## src/rtl/req_tracker_if.sv

```systemverilog
// req_tracker_if: request/grant handshake bundle between an agent-side driver
// and the req_tracker endpoint. The driver side (master) supplies pushes and
// the selector's grant; the tracker side (slave) returns the pending-request
// vector, occupancy flags, issue reports, error flag and starvation flags.
interface req_tracker_if #(
    parameter int N = 8
);
    localparam int IW = (N > 1) ? $clog2(N) : 1;

    logic [N-1:0]  push;
    logic          en;
    logic [N-1:0]  gnt;
    logic [N-1:0]  req;
    logic [N-1:0]  full;
    logic          issue_valid;
    logic [IW-1:0] issue_idx;
    logic          gnt_err;
    logic [N-1:0]  starve;

    modport master (
        output push, en, gnt,
        input  req, full, issue_valid, issue_idx, gnt_err, starve
    );

    modport slave (
        input  push, en, gnt,
        output req, full, issue_valid, issue_idx, gnt_err, starve
    );
endinterface

```

## src/rtl/req_tracker.sv

```systemverilog
// req_tracker: requester-side endpoint of the rotating priority-select
// handshake. Keeps a pending-request count per agent, presents req/full to
// the selector, retires one request per consumed grant and reports each
// grant one cycle later as an encoded issue event. Malformed grants raise a
// sticky error flag.
//
// Optional feature: define REQ_TRACKER_STARVE_EN to build the per-agent wait
// counters that drive the starve outputs; otherwise starve is tied to zero.
module req_tracker #(
    parameter int N            = 8,
    parameter int DEPTH        = 4,
    parameter int STARVE_LIMIT = 15
) (
    input  logic           clock,
    input  logic           reset,
    req_tracker_if.slave   bus
);
    localparam int IW = (N > 1) ? $clog2(N) : 1;
    localparam int CW = $clog2(DEPTH + 1);
    localparam logic [CW-1:0] DEPTH_C = CW'(DEPTH);

    logic [CW-1:0] cnt_q [N];
    logic [CW-1:0] cnt_d [N];

    logic          issueValid_q, issueValid_d;
    logic [IW-1:0] issueIdx_q,   issueIdx_d;
    logic          gntErr_q,     gntErr_d;

    logic [N-1:0]  reqVec;
    logic [N-1:0]  fullVec;
    logic          multiGnt;
    logic [N-1:0]  consume;
    logic [N-1:0]  idleGnt;
    logic [N-1:0]  accept;
    logic [IW-1:0] grantIdx;

    // Occupancy flags come straight from the count registers so the
    // selector never sees a combinational path from this cycle's inputs.
    always_comb begin
        reqVec  = '0;
        fullVec = '0;
        for (int i = 0; i < N; i++) begin
            reqVec[i]  = (cnt_q[i] != '0);
            fullVec[i] = (cnt_q[i] == DEPTH_C);
        end
    end

    assign bus.req  = reqVec;
    assign bus.full = fullVec;

    // Grant qualification: a multi-hot grant freezes every count for the
    // cycle; a single grant only retires a request if the agent has one.
    // A full agent may still accept a push in the same cycle it is drained.
    always_comb begin
        multiGnt = bus.en && ((bus.gnt & (bus.gnt - N'(1))) != '0);
        consume  = (bus.en && !multiGnt) ? (bus.gnt & reqVec) : '0;
        idleGnt  = bus.en ? (bus.gnt & ~reqVec) : '0;
        accept   = multiGnt ? '0 : (bus.push & (~fullVec | consume));
    end

    // Per-agent count update: push and consume in the same cycle cancel.
    always_comb begin
        for (int i = 0; i < N; i++) begin
            cnt_d[i] = cnt_q[i];
            if (accept[i] && !consume[i]) begin
                cnt_d[i] = cnt_q[i] + CW'(1);
            end else if (!accept[i] && consume[i]) begin
                cnt_d[i] = cnt_q[i] - CW'(1);
            end
        end
    end

    // One-hot to binary encoding of the grant; only used when exactly one
    // bit is set and that agent had a pending request.
    always_comb begin
        grantIdx = '0;
        for (int i = 0; i < N; i++) begin
            if (bus.gnt[i]) begin
                grantIdx = IW'(i);
            end
        end
    end

    // Issue report and sticky protocol-error flag; the index holds its
    // previous value between issue pulses.
    always_comb begin
        issueValid_d = |consume;
        issueIdx_d   = issueIdx_q;
        if (|consume) begin
            issueIdx_d = grantIdx;
        end
        gntErr_d = gntErr_q | multiGnt | (|idleGnt);
    end

    // State registers; everything clears immediately while reset is low.
    always_ff @(posedge clock or negedge reset) begin
        if (!reset) begin
            for (int i = 0; i < N; i++) begin
                cnt_q[i] <= '0;
            end
            issueValid_q <= 1'b0;
            issueIdx_q   <= '0;
            gntErr_q     <= 1'b0;
        end else begin
            for (int i = 0; i < N; i++) begin
                cnt_q[i] <= cnt_d[i];
            end
            issueValid_q <= issueValid_d;
            issueIdx_q   <= issueIdx_d;
            gntErr_q     <= gntErr_d;
        end
    end

    assign bus.issue_valid = issueValid_q;
    assign bus.issue_idx   = issueIdx_q;
    assign bus.gnt_err     = gntErr_q;

`ifdef REQ_TRACKER_STARVE_EN
    localparam int WW = $clog2(STARVE_LIMIT + 1);
    localparam logic [WW-1:0] LIMIT_C = WW'(STARVE_LIMIT);

    logic [WW-1:0] wait_q [N];
    logic [WW-1:0] wait_d [N];
    logic [N-1:0]  starveVec;

    // Wait counters measure how long a pending agent has gone unserved;
    // they restart on service or when the agent goes idle and saturate.
    always_comb begin
        starveVec = '0;
        for (int i = 0; i < N; i++) begin
            wait_d[i] = wait_q[i];
            if (consume[i] || !reqVec[i]) begin
                wait_d[i] = '0;
            end else if (wait_q[i] != LIMIT_C) begin
                wait_d[i] = wait_q[i] + WW'(1);
            end
            starveVec[i] = (wait_q[i] == LIMIT_C);
        end
    end

    // Wait counter registers.
    always_ff @(posedge clock or negedge reset) begin
        if (!reset) begin
            for (int i = 0; i < N; i++) begin
                wait_q[i] <= '0;
            end
        end else begin
            for (int i = 0; i < N; i++) begin
                wait_q[i] <= wait_d[i];
            end
        end
    end

    assign bus.starve = starveVec;
`else
    assign bus.starve = '0;
`endif

endmodule

```

## src/flat_wrapper.sv

```systemverilog
// flat-port wrapper written by rule: the top's interface ports become plain ports
module req_tracker_flat 
#(
    parameter int N            = 8,
    parameter int DEPTH        = 4,
    parameter int STARVE_LIMIT = 15
)
  (clock, reset, bus_push, bus_en, bus_gnt, bus_req, bus_full, bus_issue_valid, bus_issue_idx, bus_gnt_err, bus_starve);
  req_tracker_if #(.N(N)) bus_i ();
  input  logic clock;
  input  logic reset;
  input wire logic [$bits(bus_i.push)-1:0] bus_push;
  input wire logic [$bits(bus_i.en)-1:0] bus_en;
  input wire logic [$bits(bus_i.gnt)-1:0] bus_gnt;
  output wire logic [$bits(bus_i.req)-1:0] bus_req;
  output wire logic [$bits(bus_i.full)-1:0] bus_full;
  output wire logic [$bits(bus_i.issue_valid)-1:0] bus_issue_valid;
  output wire logic [$bits(bus_i.issue_idx)-1:0] bus_issue_idx;
  output wire logic [$bits(bus_i.gnt_err)-1:0] bus_gnt_err;
  output wire logic [$bits(bus_i.starve)-1:0] bus_starve;
  assign bus_i.push = bus_push;
  assign bus_i.en = bus_en;
  assign bus_i.gnt = bus_gnt;
  assign bus_req = bus_i.req;
  assign bus_full = bus_i.full;
  assign bus_issue_valid = bus_i.issue_valid;
  assign bus_issue_idx = bus_i.issue_idx;
  assign bus_gnt_err = bus_i.gnt_err;
  assign bus_starve = bus_i.starve;
  req_tracker #(.N(N), .DEPTH(DEPTH), .STARVE_LIMIT(STARVE_LIMIT)) u_core (.clock(clock), .reset(reset), .bus(bus_i));
endmodule
```

## config.mk

```make
export PLATFORM = sky130hd
export DESIGN_NAME = req_tracker_flat
export DESIGN_NICKNAME = d
export VERILOG_FILES = /design/src/rtl/req_tracker_if.sv /design/src/rtl/req_tracker.sv /design/src/flat_wrapper.sv
export SDC_FILE = /design/constraint.sdc
export NUM_CORES = 1
export LEC_CHECK = 0
export CAP_MARGIN = 20
export CORE_MARGIN = 3
export CORE_UTILIZATION = 49
export CTS_CLUSTER_DIAMETER = 120
export DETAILED_ROUTE_END_ITERATION = 16
export MAX_ROUTING_LAYER = met4
export PLACE_DENSITY = 0.91
export SLEW_MARGIN = 10
export SYNTH_ARGS = -nofsm -noshare
export SYNTH_HDL_FRONTEND = slang
export SYNTH_SLANG_ARGS = --single-unit
```

## constraint.sdc

```tcl
create_clock -name clock -period 2.4 [get_ports clock]
set_clock_uncertainty 0.1 [all_clocks]
set_input_delay 0.24 -clock clock [delete_from_list [all_inputs] [get_ports clock]]
set_output_delay 0.24 -clock clock [all_outputs]
set_load 0.005 [all_outputs]
```

==> results of run 1 <==
## path summary, 6_finish.rpt
path	startpoint	end	depth (start not counted)
worst min-delay path	reset	u_core.cnt_q[18]	2
min in group clock	bus_gnt[3]	u_core.bus.issue_idx[1]	4
worst max-delay path	bus_gnt[1]	u_core.cnt_q[8]	13
worst max register to register	u_core.cnt_q[7]	u_core.cnt_q[8]	9
worst min register to register	u_core.cnt_q[23]	u_core.cnt_q[23]	1
max in group asynchronous	reset	u_core.cnt_q[3]	2
## synthesized netlist by cell type, types with 4 or more instances
library cell,number
dfrtp_1,29
inv_1,17
xor2_1,16
nand2_1,13
a21oi_1,11
nor2_1,10
buf_4,8
fa_1,8
ha_1,8
mux2_2,8
nand3_1,8
nor3b_1,8
or3_1,8
xnor2_1,8
a22oi_1,4
## sequential cells by signal, indices dropped and copies added (netlist names)
register,count
u_core.cnt_q,24
u_core.bus.issue_idx,3
u_core.bus.issue_valid,1
u_core.bus.gnt_err,1
## repair_timing
| action | 4_1_cts | 5_1_grt |
|---|---|---|
| buffers inserted | 5 | 7 |
| gates resized for setup | 59 | 15 |
| setup endpoints to repair | 24 | 16 |
| pin swaps | 24 | 28 |
## power breakdown
part | total, uW | switching [uW] | internal (uW)
Sequential | 999 | 280 | 719
Combinational | 1570 | 664 | 906
Clock | 392 | 192 | 200
## kinds of logic after synthesis
family                   Yosys count  synth area share, %
AO/OA/AOI/OAI                     27                9.570
XOR/XNOR                          24                10.79
adder cells (fa/ha/maj)           17                13.94
buffers and inverters             27                7.193
flip-flops                        29                37.25
multiplexers                      11                6.680
other                              1               0.1925
AND/OR/NAND/NOR                   51                14.39
## layer usage
metal	share of wire (%)	track usage (%)	routed length [um]	vias up
li1	-	-	-	836
met1	37	29.07	2461	955
met2	50	44.07	3373	128
met3	7.0	6.122	471	49
met4	6.1	16.49	407	0
met5	0	-	0	-
## placed cells by master, fill, tap and decap left out, drive strengths merged, types with 8 or more instances in the layout
cell,netlist,final
nand3,8,8
buf,10,68
nor3b,8,8
inv,17,17
a21oi,11,11
ha,8,8
dfrtp,29,29
nand2,13,13
xor2,16,16
conb,1,8
mux2,10,10
xnor2,8,8
clkdlybuf4s50,0,31
nor2,10,10
or3,8,8
fa,8,8
## layout make-up
type                       instances  area, um^2  area share, %
tap                               48       60.06          1.899
clock buffer                       6       72.57          2.295
inverter                          17       63.81          2.018
sequential                        29       725.7          22.95
timing repair buffer             102       893.4          28.25
multi-input combinational        138        1336          42.26
clock inverter                     2       10.01         0.3166
## per-stage QoR
stage / instance area [um^2] / total power [uW] / TNS (ns) / instances / setup WS [ns]
after floorplan: 2022 / 1697 / -6.828 / 194 / -0.4381
after global placement: 2775 / 2284 / -16.67 / 322 / -0.8452
after detailed placement: 2775 / 2376 / -18.81 / 322 / -0.9656
after CTS: 3024 / 2837 / -1.847 / 335 / -0.1796
after global routing: 3162 / 3156 / -5.179 / 342 / -0.4682
final: 3162 / 2961 / -3.537 / 342 / -0.3680
==> flow_summary_export.csv, run 1 <==
group,metric,value,unit
place,portBuffers,39,
global_route,grt_first_pass_wirelength,9.742,mm
logic_synthesis,syn_area,1948,um^2
timing,setup_viol,16,
clocking,cts_sinks,29,
critical_path,path_delay_family,"adder cells",
logic_synthesis,ys_top_cells_by_area,"dfrtp_1, fa_1, xor2_1, ha_1, mux2_2",
run,maxCapViolCount,0,
detailed_routing,wl,6.712,mm
timing,fin_crit,2.768,ns
critical_path,r2r_slack,0.05,ns
timing,relSlewSlack,62.70,%
logic_synthesis,ys_async_sr_fraction,100.0,%
detailed_routing,drt.antenna.violating_nets,0,
floorplanning,core,3744,um^2
clocking,cts_made_buffers,5,
critical_path,critPathMaxFanout,7,
logic_synthesis,yosysWarnings,0,
final_layout,fin_nets,328,
global_route,grt_usage,26.73,%
floorplanning,dieArea,4769,um^2
global_route,grt_max_degree,30,
place,dp_hpwl,3.900,mm
logic_synthesis,synth_ff_type,"dfrtp_1",
timing,whs,0.2437,ns
final_layout,fillers,173,
global_route,grt_pass1_vias,2021,
clocking,clk_pin_slew,0.06,ns
timing,rsz0062_at_grt,"true",
detailed_routing,first_pass_iters,4,
final_layout,final_util,84.46,%
timing,fin_crit_sh,115.3,%
clocking,cts-htree-levels,2,
global_route,antenna_found_initial,0,
detailed_routing,drt_iter0_drc,143,
final_layout,area_growth_syn_to_layout,62.30,%
clocking,root_buffer,"clkbuf_8",
critical_path,cp.arrival,2.87,ns
clocking,worst_skew_pair.late_latency,0.29,ns
floorplanning,fp.dieW,69.06,um
timing,maxSlewViolCount,0,
logic_synthesis,synth-edff-count,0,
power,power_leakage,0.001359,uW
logic_synthesis,synth_top_area_cell,"dfrtp_1",
clocking,cts_tree,"yes",
critical_path,cp_slowest_cell,"fa_2",
logic_synthesis,seq_area_frac_synth,37.25,%
timing,max_slew.worst_pin.slew,0.5583,ns
critical_path,required,2.50,ns
detailed_routing,wl_per_cell,19.63,um
logic_synthesis,synth.top_cell.area_share,37.25,%
detailed_routing,via_per_inst,5.754,
run_status,violations,"negative setup slack",
critical_path,cp_num_buf_inv,3,
logic_synthesis,netlist_instances,187,
min_path,hp-class,"input pin to asynchronous set/reset pin",
timing,fmax,361.3,MHz
power,p_per_area,936.4,nW/um^2
critical_path,critPathCaptureType,"flop",
critical_path,cpPeakStageDelay,0.34,ns
logic_synthesis,avgSynthCellArea,10.42,um^2
floorplanning,rows,22,
critical_path,cp-start-kind,"input pin",
detailed_routing,drc,0,
critical_path,worst-setup-path-type,"input pin to flop",
floorplanning,start_util,52.04,%
final_layout,n_antenna_cell,0,
critical_path,cp_common_cell,"xor2_1",
clocking,cts_hold_buf,0,
run_status,status,"finished with violations",
power,vdd_drop_max,669.2,uV
clocking,cts_buffer_depth,2,
timing,finalHoldViolations,0,
place,gp_congestion,0.9521,
global_route,overflow,0,
critical_path,path_cells,"buf_8 -> maj3_2 -> o31a_1 -> nor4b_4 -> buf_6 -> nand3_2 -> a21oi_2 -> ha_2 -> inv_2 -> fa_2 -> xor2_1 -> nor2_1 -> xor2_1",
timing,fin_ws,-0.3680,ns
logic_synthesis,synth_seq_cells,29,
logic_synthesis,ys_types,34,
floorplanning,io_pins,48,
floorplanning,die_y,69.06,um
detailed_routing,vias,1968,
final_layout,layout-drive-gt1-share,46.26,%
No activity file was read; power rests on OpenSTA's default activity.
==> run 2: changes to the inputs <==
--- a/config.mk
+++ b/config.mk
@@ -10,6 +10,7 @@
 export CORE_UTILIZATION = 49
 export CTS_CLUSTER_DIAMETER = 120
 export DETAILED_ROUTE_END_ITERATION = 16
+export GPL_ROUTABILITY_DRIVEN = 0
 export MAX_ROUTING_LAYER = met4
 export PLACE_DENSITY = 0.91
 export SLEW_MARGIN = 10
==> results of run 2 <==
Final layout, timing and power as in run 1 (identical DEF).
